## src/rtl/screen_writer_if.sv

```systemverilog
// Byte-stream input and screen-memory write port of screen_writer, with cursor/scroll status.
// The DUT uses the slave modport. The upstream byte source and display use master.
interface screen_writer_if;
  logic [7:0]  in_data;
  logic        in_valid;
  logic        in_ready;
  logic [10:0] wr_addr;
  logic [7:0]  wr_data;
  logic        wr_en;
  logic [6:0]  cursor_col;
  logic [4:0]  cursor_row;
  logic [4:0]  top_line;

  modport master (
    output in_data, in_valid,
    input  in_ready, wr_addr, wr_data, wr_en, cursor_col, cursor_row, top_line
  );

  modport slave (
    input  in_data, in_valid,
    output in_ready, wr_addr, wr_data, wr_en, cursor_col, cursor_row, top_line
  );
endinterface

```

## src/rtl/screen_writer.sv

```systemverilog
// screen_writer: turns a received byte stream into writes to the 80x25 screen memory, scrolling via top_line.
// Define VT52_ESC_EN to enable the VT52 escape subset (ESC A/B/C/D/H/J/K/Y).
module screen_writer #(
  parameter int COLS = 80,
  parameter int ROWS = 25
) (
  input logic            clk,
  input logic            clr_n,
  screen_writer_if.slave bus
);

  localparam logic [6:0] LAST_COL = 7'(COLS - 1);
  localparam logic [4:0] LAST_ROW = 5'(ROWS - 1);
  localparam logic [7:0] SPACE    = 8'h20;

`ifdef VT52_ESC_EN
  typedef enum logic [2:0] {CLR_ALL, IDLE, ESC, ESC_Y_ROW, ESC_Y_COL, CLEAR} state_t;
`else
  typedef enum logic [2:0] {CLR_ALL, IDLE, CLEAR} state_t;
`endif

  state_t      state_q, state_d;
  logic [6:0]  col_q, col_d;
  logic [4:0]  row_q, row_d;
  logic [4:0]  top_q, top_d;
  logic [6:0]  clr_col_q, clr_col_d;
  logic [4:0]  clr_row_q, clr_row_d;
  logic [4:0]  clr_end_q, clr_end_d;
  logic        wr_en_q, wr_en_d;
  logic [10:0] wr_addr_q, wr_addr_d;
  logic [7:0]  wr_data_q, wr_data_d;
  logic        in_ready_q, in_ready_d;
`ifdef VT52_ESC_EN
  logic [7:0]  esc_row_q, esc_row_d;
  logic [7:0]  y_val;
`endif

  logic        accept;
  logic        is_print;
  logic [7:0]  tab_sum;
  logic [6:0]  tab_col;
  logic [10:0] cursor_addr;
  logic [10:0] clr_addr;

  // Logical (row,col) to physical address: rotate row by top_line, then row*64 + row*16 + col.
  function automatic logic [10:0] phys_addr(input logic [4:0] row, input logic [6:0] col,
                                            input logic [4:0] top);
    logic [5:0] sum;
    logic [4:0] prow;
    sum  = {1'b0, row} + {1'b0, top};
    prow = (sum >= 6'(ROWS)) ? 5'(sum - 6'(ROWS)) : sum[4:0];
    return {prow, 6'b0} + {2'b0, prow, 4'b0} + {4'b0, col};
  endfunction

  assign accept      = bus.in_valid && in_ready_q;
  assign is_print    = (bus.in_data >= 8'h20) && (bus.in_data <= 8'h7E);
  assign tab_sum     = {1'b0, col_q | 7'd7} + 8'd1;
  assign tab_col     = (tab_sum > {1'b0, LAST_COL}) ? LAST_COL : tab_sum[6:0];
  assign cursor_addr = phys_addr(row_q, col_q, top_q);
  assign clr_addr    = phys_addr(clr_row_q, clr_col_q, top_q);
`ifdef VT52_ESC_EN
  assign y_val       = bus.in_data - SPACE;
`endif

  always_comb begin
    state_d    = state_q;
    col_d      = col_q;
    row_d      = row_q;
    top_d      = top_q;
    clr_col_d  = clr_col_q;
    clr_row_d  = clr_row_q;
    clr_end_d  = clr_end_q;
    wr_en_d    = 1'b0;
    wr_addr_d  = wr_addr_q;
    wr_data_d  = wr_data_q;
    in_ready_d = in_ready_q;
`ifdef VT52_ESC_EN
    esc_row_d  = esc_row_q;
`endif

    case (state_q)
      // Power-up fill and partial clears share one walker that ends at col 79 of clr_end.
      CLR_ALL, CLEAR: begin
        wr_en_d    = 1'b1;
        wr_addr_d  = clr_addr;
        wr_data_d  = SPACE;
        in_ready_d = 1'b0;
        if (clr_col_q == LAST_COL) begin
          clr_col_d = 7'd0;
          if (clr_row_q == clr_end_q) begin
            state_d = IDLE;
          end else begin
            clr_row_d = clr_row_q + 5'd1;
          end
        end else begin
          clr_col_d = clr_col_q + 7'd1;
        end
      end

      IDLE: begin
        in_ready_d = 1'b1;
        if (accept) begin
          if (is_print) begin
            wr_en_d   = 1'b1;
            wr_addr_d = cursor_addr;
            wr_data_d = bus.in_data;
            if (col_q != LAST_COL) col_d = col_q + 7'd1;
          end else begin
            case (bus.in_data)
              8'h0D: col_d = 7'd0;
              8'h08: if (col_q != 7'd0) col_d = col_q - 7'd1;
              8'h09: col_d = tab_col;
              8'h0A: begin
                if (row_q != LAST_ROW) begin
                  row_d = row_q + 5'd1;
                end else begin
                  top_d      = (top_q == LAST_ROW) ? 5'd0 : top_q + 5'd1;
                  clr_row_d  = LAST_ROW;
                  clr_col_d  = 7'd0;
                  clr_end_d  = LAST_ROW;
                  in_ready_d = 1'b0;
                  state_d    = CLEAR;
                end
              end
`ifdef VT52_ESC_EN
              8'h1B: state_d = ESC;
`endif
              default: ;
            endcase
          end
        end
      end

`ifdef VT52_ESC_EN
      ESC: begin
        in_ready_d = 1'b1;
        if (accept) begin
          state_d = IDLE;
          case (bus.in_data)
            8'h41: if (row_q != 5'd0) row_d = row_q - 5'd1;
            8'h42: if (row_q != LAST_ROW) row_d = row_q + 5'd1;
            8'h43: if (col_q != LAST_COL) col_d = col_q + 7'd1;
            8'h44: if (col_q != 7'd0) col_d = col_q - 7'd1;
            8'h48: begin
              row_d = 5'd0;
              col_d = 7'd0;
            end
            8'h4A, 8'h4B: begin
              clr_row_d  = row_q;
              clr_col_d  = col_q;
              clr_end_d  = (bus.in_data == 8'h4A) ? LAST_ROW : row_q;
              in_ready_d = 1'b0;
              state_d    = CLEAR;
            end
            8'h59: state_d = ESC_Y_ROW;
            default: ;
          endcase
        end
      end

      ESC_Y_ROW: begin
        in_ready_d = 1'b1;
        if (accept) begin
          esc_row_d = y_val;
          state_d   = ESC_Y_COL;
        end
      end

      // Out-of-range coordinates (including bytes below 0x20, which wrap high) leave that axis alone.
      ESC_Y_COL: begin
        in_ready_d = 1'b1;
        if (accept) begin
          if (esc_row_q <= {3'b0, LAST_ROW}) row_d = esc_row_q[4:0];
          if (y_val <= {1'b0, LAST_COL}) col_d = y_val[6:0];
          state_d = IDLE;
        end
      end
`endif

      default: ;
    endcase
  end

  always_ff @(posedge clk or negedge clr_n) begin
    if (!clr_n) begin
      state_q    <= CLR_ALL;
      col_q      <= 7'd0;
      row_q      <= 5'd0;
      top_q      <= 5'd0;
      clr_col_q  <= 7'd0;
      clr_row_q  <= 5'd0;
      clr_end_q  <= LAST_ROW;
      wr_en_q    <= 1'b0;
      wr_addr_q  <= 11'd0;
      wr_data_q  <= SPACE;
      in_ready_q <= 1'b0;
`ifdef VT52_ESC_EN
      esc_row_q  <= 8'd0;
`endif
    end else begin
      state_q    <= state_d;
      col_q      <= col_d;
      row_q      <= row_d;
      top_q      <= top_d;
      clr_col_q  <= clr_col_d;
      clr_row_q  <= clr_row_d;
      clr_end_q  <= clr_end_d;
      wr_en_q    <= wr_en_d;
      wr_addr_q  <= wr_addr_d;
      wr_data_q  <= wr_data_d;
      in_ready_q <= in_ready_d;
`ifdef VT52_ESC_EN
      esc_row_q  <= esc_row_d;
`endif
    end
  end

  assign bus.in_ready   = in_ready_q;
  assign bus.wr_en      = wr_en_q;
  assign bus.wr_addr    = wr_addr_q;
  assign bus.wr_data    = wr_data_q;
  assign bus.cursor_col = col_q;
  assign bus.cursor_row = row_q;
  assign bus.top_line   = top_q;

endmodule

```

## src/flat_wrapper.sv

```systemverilog
// flat-port wrapper written by rule: the top's interface ports become plain ports
module screen_writer_flat 
#(
  parameter int COLS = 80,
  parameter int ROWS = 25
)
  (clk, clr_n, bus_in_data, bus_in_valid, bus_in_ready, bus_wr_addr, bus_wr_data, bus_wr_en, bus_cursor_col, bus_cursor_row, bus_top_line);
  screen_writer_if bus_i ();
  input logic clk;
  input logic clr_n;
  input wire logic [$bits(bus_i.in_data)-1:0] bus_in_data;
  input wire logic [$bits(bus_i.in_valid)-1:0] bus_in_valid;
  output wire logic [$bits(bus_i.in_ready)-1:0] bus_in_ready;
  output wire logic [$bits(bus_i.wr_addr)-1:0] bus_wr_addr;
  output wire logic [$bits(bus_i.wr_data)-1:0] bus_wr_data;
  output wire logic [$bits(bus_i.wr_en)-1:0] bus_wr_en;
  output wire logic [$bits(bus_i.cursor_col)-1:0] bus_cursor_col;
  output wire logic [$bits(bus_i.cursor_row)-1:0] bus_cursor_row;
  output wire logic [$bits(bus_i.top_line)-1:0] bus_top_line;
  assign bus_i.in_data = bus_in_data;
  assign bus_i.in_valid = bus_in_valid;
  assign bus_in_ready = bus_i.in_ready;
  assign bus_wr_addr = bus_i.wr_addr;
  assign bus_wr_data = bus_i.wr_data;
  assign bus_wr_en = bus_i.wr_en;
  assign bus_cursor_col = bus_i.cursor_col;
  assign bus_cursor_row = bus_i.cursor_row;
  assign bus_top_line = bus_i.top_line;
  screen_writer #(.COLS(COLS), .ROWS(ROWS)) u_core (.clk(clk), .clr_n(clr_n), .bus(bus_i));
endmodule
```

## config.mk

```make
export PLATFORM = sky130hd
export DESIGN_NAME = screen_writer_flat
export DESIGN_NICKNAME = d
export VERILOG_FILES = /design/src/rtl/screen_writer_if.sv /design/src/rtl/screen_writer.sv /design/src/flat_wrapper.sv
export SDC_FILE = /design/constraint.sdc
export NUM_CORES = 1
export LEC_CHECK = 0
export ABC_AREA = 1
export CORE_ASPECT_RATIO = 1.25
export CORE_UTILIZATION = 57
export CTS_CLUSTER_DIAMETER = 200
export DETAILED_ROUTE_END_ITERATION = 7
export PLACE_DENSITY = 0.86
export SKIP_LAST_GASP = 1
export SYNTH_ARGS = -nofsm -noshare
export SYNTH_HDL_FRONTEND = slang
export SYNTH_SLANG_ARGS = --single-unit
```

## constraint.sdc

```tcl
create_clock -name clk -period 5 [get_ports clk]
set_input_delay 0.75 -clock clk [delete_from_list [all_inputs] [get_ports clk]]
set_output_delay 0.75 -clock clk [all_outputs]
set_load 0.01 [all_outputs]
```

---- Word-level counts from Yosys, hierarchy flattened ----
Cells that the tools add are included.
Widths: inputs -> output; s select.
cells by class
  $add $sub $neg .......................... 15
  magnitude comparators ................... 5
  equality and inequality tests ........... 21
  mux-type cells .......................... 42
  bitwise gates (word level) .............. 2
  reductions and logical operators ........ 14
operator list
  kind                 number
  $mux 7               9
  $mux 5               9
  $eq 8x4->1 const B   4
  $add 11x7->11        2
  $add 11x9->11        2
  $mux 11              2
  $pmux 11 s2          1
  $pmux 7 s3           1
  $reduce_and 5->1     4
  $mux 3               6
  $mux 8               2
  $pmux 8 s2           1
  $add 5x1->5 const B  3
  $add 7x1->7 const B  2
  $pmux 7 s2           1
  $reduce_and 7->1     2
  $add 5x5->6          2
  $ge 6x5->1 const B   2
  $eq 5x5->1 const B   2
  $ne 2x1->1 const B   5
  $pmux 5 s2           1
  $sub 5x5->5 const B  2
  $add 7x1->8 const B  1
  $ge 8x6->1 const B   1
  21 further kinds     32
storage, ports and cells
  bits in registers ....................... 53

---- Logic depth before layout (Yosys ltp) ----
Gate-level depths: netlist of run 1.
  depth after elaboration ................. 8
  depth in mapped cells ................... 29
  mapped depth without buffers ............ 29

---- Worst setup path after synthesis of run 1 ----
Ideal clock, no wire load.
  path kind ............................... reg2reg
  from .................................... register u_core.top_q[0] (netlist: u_core.bus.top_line[0])
  to ...................................... register u_core.wr_addr_q[9] (netlist: u_core.bus.wr_addr[9])
  library setup time ...................... 0.082 ns
  arrival ................................. 3.561 ns
  required time ........................... 4.918 ns
  slack ................................... 1.357 ns
  stages on the path, launching flop included .. 20
  period minus slack after synthesis ...... 3.643 ns
  path through ............................ dfrtp_1 ha_1 inv_1 fa_1 ha_1 nand3b_1 nand3_1 nand2_2 nand2_1 xnor2_2 xor2_1 inv_1 ha_1 fa_1 nand2_1 nand2_1 a21oi_1 xnor2_1 nand2_1 a31oi_1
on the way
  cells in the longest elaborated chain, start to end .. 8
  elaborated cells on any way between the ends .. 15
RTL lines
  what                                              line                  text
  from (decl)                                       screen_writer.sv:25   logic [4:0] top_q, top_d;
  from (signal assigned)                            screen_writer.sv:204  top_q <= top_d;
  $add 5x5->6                                       screen_writer.sv:50   sum = {1'b0, row} + {1'b0, top};
  $sub 5x5->5 / $ge 6x5->1 (equally long branches)  screen_writer.sv:51   prow = (sum >= 6'(ROWS)) ? 5'(sum - 6'(ROWS)) : sum[4:0];
  $mux 5                                            screen_writer.sv:51
  $add 11x9->11                                     screen_writer.sv:52   return {prow, 6'b0} + {2'b0, prow, 4'b0} + {4'b0, col};
  $add 11x7->11                                     screen_writer.sv:52
  $mux 11                                           screen_writer.sv:103  if (is_print) begin
  $mux 11                                           screen_writer.sv:102  if (accept) begin
  $pmux 11 s2 (*)                                   screen_writer.sv:81   case (state_q)
  to (signal assigned)                              screen_writer.sv:209  wr_addr_q <= wr_addr_d;
  to (decl)                                         screen_writer.sv:30   logic [10:0] wr_addr_q, wr_addr_d;
Every way passes the cells marked *; elsewhere a longest branch is shown, timed or not. The select of a mux whose other input is x is not followed.
A chain may end at the register's enable or synchronous reset.

---- Final worst setup path of run 1 ----
  from .................................... register u_core.row_q[0] (netlist: u_core.bus.cursor_row[0])
  to ...................................... register u_core.wr_addr_q[10] (netlist: u_core.bus.wr_addr[10])
on the way
  cells in the longest elaborated chain, start to end .. 8
  elaborated cells on any way between the ends .. 9
RTL lines
  what                                              line                  text
  from (decl)                                       screen_writer.sv:24   logic [4:0] row_q, row_d;
  from (signal assigned)                            screen_writer.sv:203  row_q <= row_d;
  $add 5x5->6 (*)                                   screen_writer.sv:50
  $sub 5x5->5 / $ge 6x5->1 (equally long branches)  screen_writer.sv:51
  $mux 5 (*)                                        screen_writer.sv:51
  $add 11x9->11 (*)                                 screen_writer.sv:52
  $add 11x7->11 (*)                                 screen_writer.sv:52
  $mux 11 (*)                                       screen_writer.sv:103
  $mux 11 (*)                                       screen_writer.sv:102
  $pmux 11 s2 (*)                                   screen_writer.sv:81
Marked as above.

==> flow_summary_export.csv, run 1 <==
group,metric,value,unit
critical_path,critical_path_depth,24,
synthesis,syn_nets,616,
detailed_routing,drt-total-wl,10060,microns
clocking,cts_tree,"done",
critical_path,start_kind,"flip-flop",
finish,nNetsFinal,663,
synthesis,synth_top_area_cell,"dfrtp_1",
critical_path,cpPeakStageDelay,0.50,ns
synthesis,synthDistinctLibCells,41,
power,vdd_drop_max,0.0001266,V
global_route,grt_pass1_vias,3986,
critical_path,critical_path.cell_chain,"ha_1, inv_1, fa_1, ha_1, nand3b_1, nand3_2, nand2_4, nand2_2, xnor2_2, xor2_1, inv_1, ha_1, ha_1, nand3_1, nand3_1, nand2_1, nand2_1, a21oi_1, inv_1, nand3_1, nand3_1, nand2_1, nand2_1, nand2_1",
flow_run,maxCapViolCount,0,
critical_path,path_buf_inv,3,
global_route,grt_pass1_wl,17830,microns
synthesis,yosysTopAreaCellShare,0.3057,
finish,drive_gt1_frac,0.06777,
clocking,cts_made_buffers,5,
sta,max_freq,248.7,MHz
detailed_routing,vias,3934,
critical_path,critPathRequiredTime,5.26,ns
sta,setup_tns,0,ns
detailed_routing,dr.pass1.iters,6,
sta,skew,0.008341,ns
synthesis,syn_avg_cell_area,7.496,sq um
clocking,insertion_delay,0.31,ns
global_route,grt_usage,0.2891,
synthesis,syn_inst,557,
placement,post-dp-hpwl,7981,microns
synthesis,synth_flop_cell,"dfrtp_1",
floorplan,io_pins,49,
sta,final_hold_viol_count,0,
detailed_routing,maxUsedRoutingLayer,"met4",
detailed_routing,routedWlPerCell,14.47,microns
critical_path,cp.arrival,4.28,ns
sta,whs,0.3479,ns
sta,final.setup.worst_slack,0.9788,ns
floorplan,die_y,97.69,microns
clocking,htreeDepth,2,
finish,fin_cells,695,
sta,rsz0062_at_grt,"no",
critical_path,cp_common_cell,"nand2_1",
sta,fin_crit_sh,0.8042,
clocking,cts_hold_buf,0,
synthesis,synth-edff-count,0,
critical_path,path_class,"flip-flop to flip-flop",
placement,port_buffers,48,
finish,antenna_cells_inserted,0,
critical_path,rr_worst_depth,24,
detailed_routing,drc,0,
sta,tightest_slew,0.7697,ns
synthesis,syn-cell-area,4175,sq um
placement,dp.cells,687,
detailed_routing,wl_met1,4195,microns
finish,area_growth,15.40,%
clocking,path_clk_slew,0.11,ns
floorplan,die_x,78.55,microns
sta,layout_min_cycle_time,4.021,ns
clocking,clock_sinks,52,
sta,slew_violations,0,
floorplan,dieArea,7674,sq um
synthesis,yosysMostFrequentCell,"nand2_1",
global_route,grt_remaining_overflow,0,
power,power,706.8,uW
floorplan,core_area,7019,sq um
synthesis,synthArstFlopShare,1.000,
sta,setup_viol,0,
floorplan,fp-row-count,34,
clocking,clock-root-buffer,"clkbuf_8",
synthesis,synth_warnings,0,
detailed_routing,route.met3.wl,336,microns
sta,slew-limit-headroom,0.4856,
clocking,ctsResizeCount,0,
floorplan,initial_core_util,0.5948,
synthesis,ys_top_cells_by_area,"dfrtp_1 31%, ha_1 13%, nand2_1 11%, nand3_1 6.6%, inv_1 5.7%",
power,p_per_area,146.7,nW/um^2
global_route,grt_antenna_before_repair,0,
placement,gp_congestion,0.9127,
global_route,grt_max_degree,38,
critical_path,cp_top_family,"adder cells",
detailed_routing,wl_met2,5353,microns
worst_hold_path,hp-class,"input port to async pin",
clocking,post_cts_buffers,0,
synthesis,netlist_top_cells_count,"122 x nand2_1, 63 x inv_1, 55 x nand3_1, 51 x dfrtp_1, 47 x nor2_1",
synthesis,ys_seq_area_frac,0.3120,
power,p_leak,0.002384,uW
placement,post-place-ws,1.027,ns
critical_path,critPathSlowestCell,"fa_1",
critical_path,cp_max_fo,6,
detailed_routing,drtIter0Drc,388,
detailed_routing,vias_per_cell,5.660,
outcome,status,"complete, no violations",
critical_path,end_kind,"flip-flop",
synthesis,ys_ff_latch,52,
clocking,clockBufferDepth,2,
detailed_routing,drtAntennaViolNets,0,
-- per-layer routing --
metal | track usage | up-vias
li1 | - | 1930
met1 | 0.3574 | 1886
met4 | 0.1054 | 0
met5 | 0 | -
met2 | 0.5124 | 104
met3 | 0.02817 | 14
-- path summary, 6_finish.rpt --
kind                                          start                        to  slack, ns
max in group asynchronous                     clr_n       u_core.clr_col_q[1]       3.85
max                        u_core.bus.cursor_row[0]    u_core.bus.wr_addr[10]       0.98
min in group clk              u_core.bus.wr_data[1]     u_core.bus.wr_data[1]       0.51
max reg2reg                u_core.bus.cursor_row[0]    u_core.bus.wr_addr[10]       0.98
min                                           clr_n  u_core.bus.cursor_row[3]       0.35
min reg2reg                   u_core.bus.wr_data[1]     u_core.bus.wr_data[1]       0.51
-- registers in the layout, indices dropped and copies added (netlist names) --
name	count
u_core.clr_col_q	7
u_core.clr_row_q	5
u_core.bus.cursor_row	5
u_core.bus.wr_data	8
u_core.bus.wr_en	1
u_core.bus.top_line	5
u_core.bus.cursor_col	7
u_core.bus.in_ready	1
u_core.state_q	2
u_core.bus.wr_addr	11
-- report_power, final --
| group | internal (uW) | switching (uW) |
|---|---|---|
| clock | 103 | 158 |
| combinational | 8.94 | 17.2 |
| sequential | 420 | 0 |
| total | 532 | 175 |
-- final cells by class --
type	count	area [sq um]
Timing Repair Buffer	49	483.0
Clock buffer	5	68.82
Tap cell	90	112.6
Multi-Input combinational cell	426	2564
Sequential cell	52	1303
Inverter	70	262.8
Clock inverter	3	25.02
Fill cell	582	2201
-- layout by cell type, fill, tap and decap left out, drive strengths merged, types with 2 or more instances in the layout --
cell           synthesis  layout
buf                    6       2
nor4                   2       2
nand2                129     129
nor3                  13      13
clkbuf                 3       5
fa                     4       4
nand4                  7       7
o221ai                 2       2
inv                   70      72
xnor2                  8       8
o21bai                 2       2
ha                    44      44
a31oi                 11      11
nand3                 58      58
o211ai                 3       3
xor2                  20      20
or2                    3       3
nor2                  51      51
dfrtp                 51      51
o21ai                 32      32
nand2b                 2       2
nand3b                 2       2
clkdlybuf4s50          0      47
a21oi                 29      29
-- per-stage QoR --
stage	area (sq um)	util
4_1_cts	4818	0.6865
3_5_place_dp	4725	0.6731
3_3_place_gp	4725	0.6731
5_1_grt	4818	0.6865
2_1_floorplan	4175	-
6_report	4818	0.6865
-- logic make-up (layout without fill, tap and decap cells) --
group / count (synthesis) / after routing / share of synthesized area
adders and majority gates: 48 / 48 / 0.1510
xor gates and xnor gates: 28 / 28 / 0.06593
and+or+nand+nor: 268 / 268 / 0.2871
AOI/OAI and AO/OA: 82 / 82 / 0.1100
buffers and inverters: 79 / 127 / 0.07402
DFF: 52 / 52 / 0.3120
Power figures use the tool's default switching activity.
==> run 2, diff against run 1 <==
clock period = 3.88 ns   (was 5 ns; I/O delays follow)
==> run 2 against run 1 <==
The flow now finishes with violations (negative setup slack); wire length up 16%; clock skew up 0.0087 ns; total power up 31%; register-to-register slack worse by 1.0 ns; clock-buffer cell count unchanged; via count up 5.2%; cell area up 7.4%; final cell count up 2.4%; first-iteration DRC count up 9.3%; clock power up 34%; global-route usage down 1.3 points; critical path type unchanged; largest power group unchanged.
==> flow_summary_export.csv, run 2 (synthesis results as in run 1) <==
group,metric,value,unit
sta,rsz0062_at_grt,"yes",
finish,area_growth,23.97,%
critical_path,critPathRequiredTime,4.16,ns
clocking,cts_tree,"done",
global_route,grt_usage,0.2760,
sta,slew_violations,0,
critical_path,cp-startpoint,"u_core.bus.top_line[0]",
detailed_routing,routedWlPerCell,16.44,microns
critical_path,crit_end,"u_core.bus.wr_addr[10]",
critical_path,cpPeakStageDelay,0.60,ns
placement,place_area,4770,sq um
sta,layout_min_cycle_time,3.933,ns
worst_hold_path,hp-class,"input port to async pin",
floorplan,initial_core_util,0.5948,
sta,fin_crit_sh,1.014,
global_route,grt_pass1_vias,3790,
global_route,grt_pass1_wl,17060,microns
flow_run,maxCapViolCount,0,
global_route,grt_remaining_overflow,0,
finish,mostFrequentLayoutCells,"117 x nand2_1, 60 x inv_1, 51 x dfrtp_1",
clocking,clockBufferDepth,2,
critical_path,r2r-start,"u_core.bus.top_line[0]",
clocking,path_clk_slew,0.12,ns
clocking,htreeDepth,2,
critical_path,critPathSlowestCell,"fa_2",
finish,largest_reg_flops,11,
critical_path,cp.arrival,4.21,ns
sta,tightest_slew,0.6213,ns
floorplan,dieArea,7674,sq um
finish,nNetsFinal,680,
power,power,925.4,uW
sta,slew-limit-headroom,0.5820,
detailed_routing,dr.pass1.iters,5,
sta,skew,0.01702,ns
power,p_leak,0.002468,uW
critical_path,end_kind,"flip-flop",
finish,nFillCells,517,
finish,antenna_cells_inserted,0,
detailed_routing,drt-total-wl,11700,microns
finish,design_area,5176,sq um
floorplan,io_pins,49,
detailed_routing,vias_per_cell,5.815,
critical_path,path_class,"flip-flop to flip-flop",
critical_path,r2r_slack,-0.05,ns
floorplan,core_area,7019,sq um
finish,final_common_cell,"nand2_1",
clocking,insertion_delay,0.33,ns
placement,post-dp-hpwl,7737,microns
clocking,cts_made_buffers,5,
finish,regArea,1303,sq um
floorplan,die_y,97.69,microns
floorplan,fp-row-count,34,
detailed_routing,drtIter0Drc,424,
critical_path,rr_worst_depth,26,
placement,port_buffers,48,
outcome,violations,"negative setup slack",
detailed_routing,drc,0,
critical_path,r2r_end,"u_core.bus.wr_addr[10]",
sta,setup_tns,-0.05263,ns
finish,multiInputGateArea,2793,sq um
sta,max_freq,254.3,MHz
power,p_per_area,178.8,nW/um^2
detailed_routing,drtAntennaViolNets,0,
placement,gp_congestion,0.9210,
power,vdd_drop_max,0.0001211,V
global_route,grt_max_degree,35,
sta,final_hold_viol_count,0,
global_route,grt_antenna_before_repair,0,
floorplan,die_x,78.55,microns
critical_path,cp_max_fo,4,
outcome,status,"complete, but fails checks",
sta,setup_viol,1,
critical_path,start_kind,"flip-flop",
clocking,clock-root-buffer,"clkbuf_8",
clocking,clock_sinks,52,
detailed_routing,vias,4140,
finish,drive_gt1_frac,0.1527,
sta,final.setup.worst_slack,-0.05263,ns
finish,final_util,0.7374,
sta,whs,0.1869,ns
## run 2: cell count changes in the layout (fill, tap and decap cells not counted), sizes merged
cell      previous run  this run
buf                  2        19
clkinvlp             1         2
inv                 72        71
## run 2: what timing repair did
item,CTS,global route
resized for setup,5,39
buffers inserted,0,11
pin swaps,0,17
endpoints found under the setup margin,2,3
hold buffers,0,0
## run 2: critical path, delay by kind of cell (launching register included)
| kind | cells | cell delay (ns) |
|---|---|---|
| flip-flops | 1 | 0.40 |
| XOR/XNOR | 2 | 0.44 |
| AND/OR/NAND/NOR | 14 | 1.20 |
| buffers and inverters | 4 | 0.26 |
| AO/OA/AOI/OAI | 1 | 0.16 |
| adder cells (fa/ha/maj) | 5 | 1.40 |
## run 2: routing by layer
layer	GRT usage	wire (microns)	vias to the layer above
met3	0.02723	613	48
met2	0.4676	5946	196
met1	0.3496	4666	1934
met4	0.1268	477	0
met5	0	0	-
li1	-	-	1962
## run 2: report_power, final
group | leakage (uW) | total, uW | switching (uW) | internal (uW)
Combinational | 0.00183 | 34.6 | 23.1 | 11.5
Clock | 0.0000423 | 349 | 217 | 132
Sequential | 0.000600 | 542 | 0 | 542
Total | 0.00247 | 925 | 240 | 685
## run 2: worst min path at each step
| stage | startpoint | endpoint | slack [ns] | depth (start not counted) |
|---|---|---|---|---|
| final | clr_n | u_core.bus.cursor_row[4] | 0.19 | 1 |
| after global routing | clr_n | u_core.bus.cursor_row[4] | 0.21 | 1 |
| after CTS | clr_n | u_core.bus.cursor_row[4] | 0.20 | 1 |
| after detailed placement | u_core.bus.wr_data[6] | u_core.bus.wr_data[6] | 0.46 | 2 |
| after global placement | u_core.bus.wr_data[6] | u_core.bus.wr_data[6] | 0.46 | 2 |
| after floorplan | clr_n | u_core.bus.cursor_col[0] | 0.29 | 0 |
## run 2: layout make-up
cell class | count | area share
Timing Repair Buffer | 66 | 0.1180
Inverter | 70 | 0.05076
Sequential cell | 52 | 0.2516
Clock buffer | 5 | 0.01329
Multi-Input combinational cell | 426 | 0.5395
Tap cell | 90 | 0.02175
Clock inverter | 3 | 0.005076
## run 2: per-stage QoR
stage | setup slack (ns) | cells
final | -0.05263 | 712
after global routing | -0.2375 | 712
after CTS | 0.00002442 | 701
after detailed placement | -0.01944 | 693
after global placement | 0.1622 | 693
after floorplan | 0.2374 | 557
==> run 3, diff against run 2 <==
==> constraint.sdc (replaced) <==
create_clock -name clk -period 3.88 [get_ports clk]
set_input_delay 0.388 -clock clk [delete_from_list [all_inputs] [get_ports clk]]
set_output_delay 0.388 -clock clk [all_outputs]
set_load 0.01 [all_outputs]
==> run 3 against run 2 <==
Combinational power fell by 3%; hold slack lost 0.019 ns; sequential power about the same; the flow still finishes with violations (negative setup slack); clock skew fell by 0.012 ns; register-to-register slack worse by 0.03 ns; utilization rose by 0.18 points; via count is essentially flat; critical path type unchanged; setup slack got worse by 0.030 ns; wire length decreased by 1.1%.
==> flow_summary_export.csv, run 3 (synthesis results as in run 1) <==
group,metric,value,unit
placement,dp.cells,693,
detailed_routing,routedWlPerCell,16.17,microns
clocking,clockBufferDepth,2,
critical_path,path_buf_inv,4,
floorplan,core_area,7019,sq um
clocking,clock_sinks,52,
clocking,cts_tree,"done",
sta,rsz0062_at_grt,"yes",
finish,nNetsFinal,684,
clocking,htreeDepth,2,
flow_run,maxCapViolCount,0,
critical_path,cpPeakStageDelay,0.62,ns
detailed_routing,vias_per_cell,5.779,
global_route,grt_pass1_vias,3853,
floorplan,initial_core_util,0.5948,
critical_path,end_kind,"flip-flop",
finish,drive_gt1_frac,0.1438,
outcome,status,"complete, but fails checks",
critical_path,path_class,"flip-flop to flip-flop",
finish,fin_cells,716,
sta,skew,0.005335,ns
worst_hold_path,hp-class,"input port to async pin",
global_route,grt_pass1_wl,17120,microns
power,p_per_area,176.6,nW/um^2
critical_path,critPathRequiredTime,4.14,ns
global_route,grt_usage,0.2763,
outcome,violations,"negative setup slack",
floorplan,die_y,97.69,microns
detailed_routing,vias,4138,
critical_path,start_kind,"flip-flop",
detailed_routing,drc,0,
detailed_routing,drt-total-wl,11580,microns
global_route,grt_remaining_overflow,0,
placement,post-dp-hpwl,7737,microns
sta,final_hold_viol_count,0,
global_route,grt_max_degree,53,
placement,port_buffers,48,
clocking,insertion_delay,0.32,ns
placement,gp_congestion,0.9164,
floorplan,fp-row-count,34,
finish,antenna_cells_inserted,0,
sta,final.setup.worst_slack,-0.08279,ns
critical_path,cp_max_fo,5,
finish,largest_reg_flops,11,
sta,slew-limit-headroom,0.5568,
power,p_leak,0.002484,uW
clocking,path_clk_slew,0.11,ns
finish,mostFrequentLayoutCells,"120 x nand2_1, 61 x inv_1, 51 x nand3_1, 51 x dfrtp_1",
critical_path,cp.arrival,4.22,ns
clocking,cts_made_buffers,5,
detailed_routing,dr.pass1.iters,5,
floorplan,dieArea,7674,sq um
sta,fin_crit_sh,1.021,
clocking,clock-root-buffer,"clkbuf_8",
sta,max_freq,252.3,MHz
sta,layout_min_cycle_time,3.963,ns
critical_path,cp_top_family,"adder cells",
detailed_routing,drtAntennaViolNets,0,
floorplan,io_pins,49,
finish,final_common_cell,"nand2_1",
global_route,grt_antenna_before_repair,0,
sta,tightest_slew,0.6648,ns
power,vdd_drop_max,0.0001515,V
sta,setup_viol,2,
sta,slew_violations,0,
power,power,916.5,uW
floorplan,die_x,78.55,microns
detailed_routing,drtIter0Drc,414,
finish,nFillCells,505,
finish,area_growth,24.27,%
critical_path,critPathSlowestCell,"fa_2",
[run 3: changes by cell type in the layout (fill, tap and decap cells not counted), sizes merged]
cell | previous run | this run
buf | 19 | 23
[run 3: repair_timing]
action,4_1_cts,5_1_grt
hold buffers,0,0
endpoints found under the setup margin,2,4
pin swaps,0,22
gates resized for setup,5,32
endpoints found under the hold margin,0,0
setup buffers,1,14
[run 3: worst register-to-register path, delay by kind of cell, from the launching register on]
family | cells | cell delay (ns)
AOI/OAI and AO/OA | 1 | 0.18
and+or+nand+nor | 14 | 1.17
buffers and inverters | 4 | 0.25
xor gates and xnor gates | 2 | 0.42
DFF | 1 | 0.46
adders and majority gates | 5 | 1.43
[run 3: area by class of cell]
cell class / instances / area (sq um) / share of cell area
timing repair buffer: 70 / 640.6 / 0.1235
multi-input combinational: 426 / 2775 / 0.5348
clock buffer: 5 / 68.82 / 0.01326
inverter: 70 / 262.8 / 0.05064
clock inverter: 3 / 26.28 / 0.005064
sequential: 52 / 1303 / 0.2510
tap: 90 / 112.6 / 0.02170
[run 3: path summary, 6_finish.rpt]
check | from | to | slack [ns] | cells after the start
worst min-delay path | clr_n | u_core.bus.cursor_row[4] | 0.17 | 2
worst max-delay path | u_core.bus.top_line[0] | u_core.bus.wr_addr[10] | -0.08 | 26
max in group asynchronous | clr_n | u_core.bus.cursor_col[2] | 3.26 | 2
worst max register to register | u_core.bus.top_line[0] | u_core.bus.wr_addr[10] | -0.08 | 26
min in group clk | u_core.bus.wr_data[6] | u_core.bus.wr_data[6] | 0.49 | 2
worst min register to register | u_core.bus.wr_data[6] | u_core.bus.wr_data[6] | 0.49 | 2
[run 3: power by group]
group / total, uW / switching (uW) / internal, uW
clock: 341 / 209 / 132
combinational: 33.5 / 22.0 / 11.5
sequential: 542 / 0 / 542
[run 3: stage by stage]
step	hold slack [ns]	TNS [ns]	setup WS (ns)	cell area, sq um	util
floorplan	0.09241	0	0.2374	4175	-
detailed placement	0.4647	-0.03509	-0.03509	4770	0.6795
global route	0.2221	-0.5595	-0.3065	5189	0.7392
CTS	0.2025	0	0.007637	4900	0.6980
finish	0.1676	-0.09532	-0.08279	5189	0.7392
global placement	0.4600	0	0.1678	4770	0.6795
[run 3: metal layers]
| layer | vias up | track usage | share of wire |
|---|---|---|---|
| met1 | 1945 | 0.3432 | 0.39 |
| met3 | 45 | 0.02066 | 0.052 |
| met4 | 0 | 0.1125 | 0.038 |
| li1 | 1971 | - | - |
| met5 | - | 0 | 0 |
| met2 | 177 | 0.4870 | 0.52 |
